==> config.mk <==
export PLATFORM = sky130hd
export DESIGN_NAME = param_unsigned_fir
export DESIGN_NICKNAME = d
export VERILOG_FILES = /design/src/rtl/fir_pkg.sv /design/src/rtl/fir_mult_stage.sv /design/src/rtl/param_unsigned_fir.sv
export SDC_FILE = /design/constraint.sdc
export NUM_CORES = 2
export LEC_CHECK = 0
export ABC_CLOCK_PERIOD_IN_PS = 19200
export BUFFER_PORTS_ARGS = -buffer_cell sky130_fd_sc_hd__buf_2
export CAP_MARGIN = 0
export CORE_UTILIZATION = 65
export CTS_BUF_LIST = sky130_fd_sc_hd__clkbuf_4
export DETAILED_ROUTE_END_ITERATION = 7
export PLACE_DENSITY = 0.94
export SLEW_MARGIN = 20
export SYNTH_ARGS = -nofsm -noshare
export SYNTH_HDL_FRONTEND = slang
export SYNTH_SLANG_ARGS = --single-unit
==> constraint.sdc <==
create_clock -name clk -period 19.2 [get_ports clk]
set_clock_uncertainty 0.15 [all_clocks]
set_input_delay 0.96 -clock clk [delete_from_list [all_inputs] [get_ports clk]]
set_output_delay 0.96 -clock clk [all_outputs]
set_load 0.02 [all_outputs]
==> src/rtl/fir_pkg.sv <==
`default_nettype none
// ============================================================================
//  Module      : fir_pkg
//  Description : Shared constants, width helper and vector typedefs for the
//                parametrised unsigned FIR filter.
//  Revision    : 1.0  initial release
// ============================================================================
package fir_pkg;

    // Value every coefficient takes after reset: the filter is a moving sum.
    localparam int COEF_RESET      = 1;

    // Default configuration of the filter.
    localparam int DEF_INPUT_WIDTH = 14;
    localparam int DEF_COEF_WIDTH  = 14;
    localparam int DEF_NUM_TAPS    = 8;

    // Result width that can hold the sum of all taps without overflow.
    function automatic int fir_out_width(input int in_w, input int coef_w, input int taps);
        return in_w + coef_w + $clog2(taps);
    endfunction

    // Tap and product vectors for the default configuration.
    typedef logic [DEF_NUM_TAPS-1:0][DEF_INPUT_WIDTH-1:0]                tap_vec_t;
    typedef logic [DEF_NUM_TAPS-1:0][DEF_INPUT_WIDTH+DEF_COEF_WIDTH-1:0] prod_vec_t;

endpackage
`default_nettype wire

==> src/rtl/fir_mult_stage.sv <==
`default_nettype none
// ============================================================================
//  Module      : fir_mult_stage
//  Description : Registered unsigned multiplier, one per filter tap.
//  Revision    : 1.0  initial release
// ============================================================================
module fir_mult_stage #(
    parameter int A_WIDTH = 14,
    parameter int B_WIDTH = 14
) (
    input  logic                       clk,
    input  logic                       reset,
    input  logic [A_WIDTH-1:0]         i_a,
    input  logic [B_WIDTH-1:0]         i_b,
    output logic [A_WIDTH+B_WIDTH-1:0] o_p
);

    localparam int P_WIDTH = A_WIDTH + B_WIDTH;

    logic [P_WIDTH-1:0] r_p;

    // Full-width product registered every cycle; the pipeline never stalls.
    always_ff @(posedge clk or posedge reset) begin
        if (reset) begin
            r_p <= '0;
        end else begin
            r_p <= P_WIDTH'(i_a) * P_WIDTH'(i_b);
        end
    end

    assign o_p = r_p;

endmodule
`default_nettype wire

==> src/rtl/param_unsigned_fir.sv <==
`default_nettype none
// ============================================================================
//  Module      : param_unsigned_fir
//  Description : N-tap unsigned direct-form FIR. Three stages: delay line (S0),
//                registered products (S1), registered adder tree (S2).
//                Run-time coefficient writes and a synchronous flush.
//  Revision    : 1.0  initial release
// ============================================================================
module param_unsigned_fir
    import fir_pkg::*;
#(
    parameter int INPUT_WIDTH  = DEF_INPUT_WIDTH,
    parameter int COEF_WIDTH   = DEF_COEF_WIDTH,
    parameter int NUM_TAPS     = DEF_NUM_TAPS,
    parameter int OUTPUT_WIDTH = fir_out_width(INPUT_WIDTH, COEF_WIDTH, NUM_TAPS)
) (
    input  logic                        clk,
    input  logic                        reset,
    input  logic                        clear,
    input  logic                        in_valid,
    input  logic [INPUT_WIDTH-1:0]      x,
    input  logic                        coef_we,
    input  logic [$clog2(NUM_TAPS)-1:0] coef_addr,
    input  logic [COEF_WIDTH-1:0]       coef_data,
    output logic                        y_valid,
    output logic [OUTPUT_WIDTH-1:0]     y
);

    localparam int ADDR_WIDTH = $clog2(NUM_TAPS);
    localparam int PROD_WIDTH = INPUT_WIDTH + COEF_WIDTH;

    logic [NUM_TAPS-1:0][INPUT_WIDTH-1:0] r_tap;
    logic [NUM_TAPS-1:0][COEF_WIDTH-1:0]  r_coef;
    logic                                 r_v0;
    logic                                 r_v1;
    logic [PROD_WIDTH-1:0]                w_prod [NUM_TAPS];
    logic [OUTPUT_WIDTH-1:0]              w_sum;
    logic [OUTPUT_WIDTH-1:0]              r_y;
    logic                                 r_y_valid;

    // Coefficient register file; S1 reads the pre-write value on a write edge.
    always_ff @(posedge clk or posedge reset) begin
        if (reset) begin
            for (int i = 0; i < NUM_TAPS; i++) begin
                r_coef[i] <= COEF_WIDTH'(COEF_RESET);
            end
        end else begin
            for (int i = 0; i < NUM_TAPS; i++) begin
                if (coef_we && (coef_addr == ADDR_WIDTH'(i))) begin
                    r_coef[i] <= coef_data;
                end
            end
        end
    end

    // S0 delay line: shift only on accepted samples; clear wins over in_valid.
    always_ff @(posedge clk or posedge reset) begin
        if (reset) begin
            r_tap <= '0;
            r_v0  <= 1'b0;
        end else if (clear) begin
            r_tap <= '0;
            r_v0  <= 1'b0;
        end else begin
            r_v0 <= in_valid;
            if (in_valid) begin
                r_tap <= {r_tap[NUM_TAPS-2:0], x};
            end
        end
    end

    // S1 products, one registered multiplier per tap.
    for (genvar g = 0; g < NUM_TAPS; g++) begin : g_mult
        fir_mult_stage #(
            .A_WIDTH (INPUT_WIDTH),
            .B_WIDTH (COEF_WIDTH)
        ) u_mult (
            .clk   (clk),
            .reset (reset),
            .i_a   (r_tap[g]),
            .i_b   (r_coef[g]),
            .o_p   (w_prod[g])
        );
    end

    // S1 valid tracks the products; a flush kills it along with v0.
    always_ff @(posedge clk or posedge reset) begin
        if (reset) begin
            r_v1 <= 1'b0;
        end else if (clear) begin
            r_v1 <= 1'b0;
        end else begin
            r_v1 <= r_v0;
        end
    end

    // Adder tree over all products at full output width, so no overflow.
    always_comb begin
        w_sum = '0;
        for (int i = 0; i < NUM_TAPS; i++) begin
            w_sum = w_sum + OUTPUT_WIDTH'(w_prod[i]);
        end
    end

    // S2 output register: y holds between valid results; unaffected by clear.
    always_ff @(posedge clk or posedge reset) begin
        if (reset) begin
            r_y       <= '0;
            r_y_valid <= 1'b0;
        end else begin
            r_y_valid <= r_v1;
            if (r_v1) begin
                r_y <= w_sum;
            end
        end
    end

    assign y       = r_y;
    assign y_valid = r_y_valid;

endmodule
`default_nettype wire

==> out/qor.yml <==
route:
  drt_iter0_drc: 5415
  remaining_drc_errors: 0
  ant_nets: 0
  drt-wirelength-per-cell_um: 21.7
  viasPerCell: 5.99
  drt-pass1-iter-count: 8
  num_vias: 54700
  wirelength_um: 198000
timing:
  fmax_ghz: 0.143
  final.setup.tns_ns: 0
  fin_crit_sh_pct: 36.3
  worst_pin_slew_ns: 1.08
  hold_viol: 0
  slew_headroom_pct: 28.2
  setup_viol: 0
  fin_crit_ns: 6.97
  grt_setup_unrepaired: "no"
  maxSlewViolCount: 0
setup_path:
  startpoint_type: "register"
  cp.arrival_ns: 7.80
  worst_setup_path_startpoint: "r_tap[61]$_DFFE_PP0P_"
  crit_fanout: 16
  path_cells: "and2_1 -> fa_1 -> inv_1 -> fa_1 -> inv_1 -> fa_1 -> inv_1 -> fa_1 -> inv_1 -> fa_1 -> inv_1 -> fa_1 -> inv_1 -> ha_1 -> a211o_1 -> a211oi_1 -> o31a_1 -> o21ai_1 -> o21a_1 -> a221oi_2 -> nor4b_1 -> a311o_1"
  cp_data_required_time_ns: 20.03
  max_stage_delay_ns: 0.61
  reg2reg_from: "r_tap[61]$_DFFE_PP0P_"
  crit_slowest_cell: "dfrtp_1"
  crit_type: "reg -> reg"
  end_kind: "register"
synthesis:
  synth_top_area_share_pct: 35.5
  synth_ff_type: "dfrtp_1"
  ys_seq_elements: 482
  synth_edf_count: 0
  syn-cell-area_mm2: 0.0731
  yosysWarnings: 0
  yosys.area.top_type: "fa_1"
  ys_top_cells_by_count: "inv_1, fa_1, nand2_1, ha_1, and2_1"
  synthArstFlopShare_pct: 100
  avgSynthCellArea_um2: 9.72
  synth_most_common_cell: "inv_1"
  netlist_top_cells_area: "fa_1, dfrtp_1, ha_1"
  yosysSeqAreaShare_pct: 16.5
  yosysUniqueCellTypes: 78
  syn-num-nets: 9621
  synthCells: 7523
global_routing:
  grt_max_degree: 128
  track_usage_pct: 36.4
  gr-total-overflow: 0
  grt_pass1_wl_um: 317000
  antenna_found_initial: 18
  grt_pass1_vias: 59500
final_layout:
  nNetsFinal: 9593
  instances_no_fill: 9127
  drive_gt1_share_pct: 6.20
  n_fill_cell: 7685
  area_growth_syn_to_layout_pct: 4.66
cts:
  cts.path.max_buffers: 3
  cts_setup_buffers: 0
  cts_resized: 0
  clock_latency_ns: 1.15
  htreeDepth: 4
  cts.clk_slew.worst_paths_ns: 0.07
  cts_buffers: 144
  clock-sinks: 482
  cts_tree: "yes"
  cts-root-buf: "clkbuf_4"
place:
  dp_cells: 8821
  gp_congestion: 1.01
  portBuffers: 67
  dp_hpwl_um: 151000
die:
  ios: 68
  die_w_um: 337
  rows: 122
  core_area_mm2: 0.111
  fp.dieH_um: 337
  initial_core_util_pct: 65.8
  die-area_mm2: 0.114
min_path:
  hold_class: "in -> reg"
  min-delay-start: "x[8]"
power_and_ir_drop:
  vdd_drop_max_mv: 0.0711
  power_density_mw_per_mm2: 55.4
  p_leak_nw: 41.5
run:
  timing.max_cap.violations: 0
run_status:
  outcome: "complete, no violations"
[layout by cell type (no fill, tap or decap), types with 35 or more instances in the layout]
cell / synthesis / final
inv_1: 1542 / 1541
fa_1: 1295 / 1295
nand2_1: 927 / 927
ha_1: 767 / 767
and2_1: 754 / 754
dfrtp_1: 474 / 473
nor2_1: 222 / 222
clkbuf_4: 0 / 190
a21oi_1: 188 / 188
xnor2_1: 148 / 148
mux2_2: 132 / 132
mux2i_1: 115 / 115
a21o_1: 88 / 88
o21ai_0: 70 / 70
buf_2: 1 / 65
xor2_1: 60 / 60
o21bai_1: 40 / 40
clkinv_1: 0 / 40
nor3_1: 40 / 38
nand3_1: 35 / 35
[state kept, by name, indices dropped and copies added (netlist names)]
register           cells
r_tap                112
r_coef               112
g_mult.u_mult.o_p    224
y_valid                1
y                     31
r_v0                   1
r_v1                   1
[metal layers]
layer / up-vias / global-route usage, % / share of wire, %
met1: 27500 / 44.9 / 36
met5: - / 0.213 / 0.023
met4: 8 / 23.0 / 6.7
met2: 3263 / 57.5 / 46
li1: 23000 / - / -
met3: 865 / 9.32 / 11
[layout make-up]
class	instances	area [um^2]	area share, %
tap	1488	1860	2.43
timing repair buffer	104	672	0.878
antenna	32	80.1	0.105
clock buffer	190	1430	1.86
sequential	482	12100	15.8
inverter	1542	5800	7.57
clock inverter	68	384	0.502
multi-input combinational	5221	54200	70.9
[repair_timing]
action	CTS	global route
hold endpoints to repair	135	0
hold buffers	14	0
setup endpoints to repair	0	0
[cells by family (layout without fill, tap and decap cells)]
group / Yosys count / after routing / synth area share (%)
flops: 482 / 482 / 16.5
compound gates: 584 / 584 / 5.24
simple gates: 2119 / 2119 / 14.2
mux: 248 / 248 / 3.63
other cells: 0 / 32 / 0
fa+ha+maj: 2062 / 2062 / 48.6
xor+xnor: 208 / 208 / 2.49
buf+inv: 1820 / 1904 / 9.35
[path summary, 6_finish.rpt]
kind | to | slack (ns) | cells past startpoint
hold reg to reg | r_v1$_DFF_PP0_ | 0.32 | 1
max in group asynchronous | r_coef[10]$_DFFE_PP0P_ | 15.38 | 6
setup / recovery | g_mult[4].u_mult.o_p[24]$_DFF_PP0_ | 12.23 | 22
hold / removal | r_tap[8]$_DFFE_PP0P_ | 0.08 | 3
setup reg to reg | g_mult[4].u_mult.o_p[24]$_DFF_PP0_ | 12.23 | 22
min in group asynchronous | r_coef[101]$_DFFE_PP0P_ | 0.42 | 3
[through the flow]
step	power, mW	area, um^2	worst slack [ns]	util [%]	hold slack (ns)
after detailed placement	3.13	74500	12.31	67.0	0.304
after CTS	4.19	76400	12.30	68.8	0.00570
final	4.24	76500	12.23	68.9	0.0751
after floorplan	2.54	73100	4.65	-	0.222
after global routing	4.48	76500	11.93	68.8	0.0161
after global placement	3.05	74500	12.52	67.0	0.303
[power by group]
| part | internal (mW) | switching (mW) | leakage, nW |
|---|---|---|---|
| logic | 0.689 | 1.01 | 34.1 |
| clock network | 0.507 | 0.540 | 1.06 |
| registers | 1.15 | 0.349 | 6.37 |
[critical path, delay by kind of cell (launching register included)]
kind,cells,cell delay [ns]
and+or+nand+nor,2,0.39
adders and majority gates,7,3.33
buffers and inverters,6,0.32
AOI/OAI and AO/OA,7,1.99
DFF,1,0.61
(Power assumes the default switching activity.)
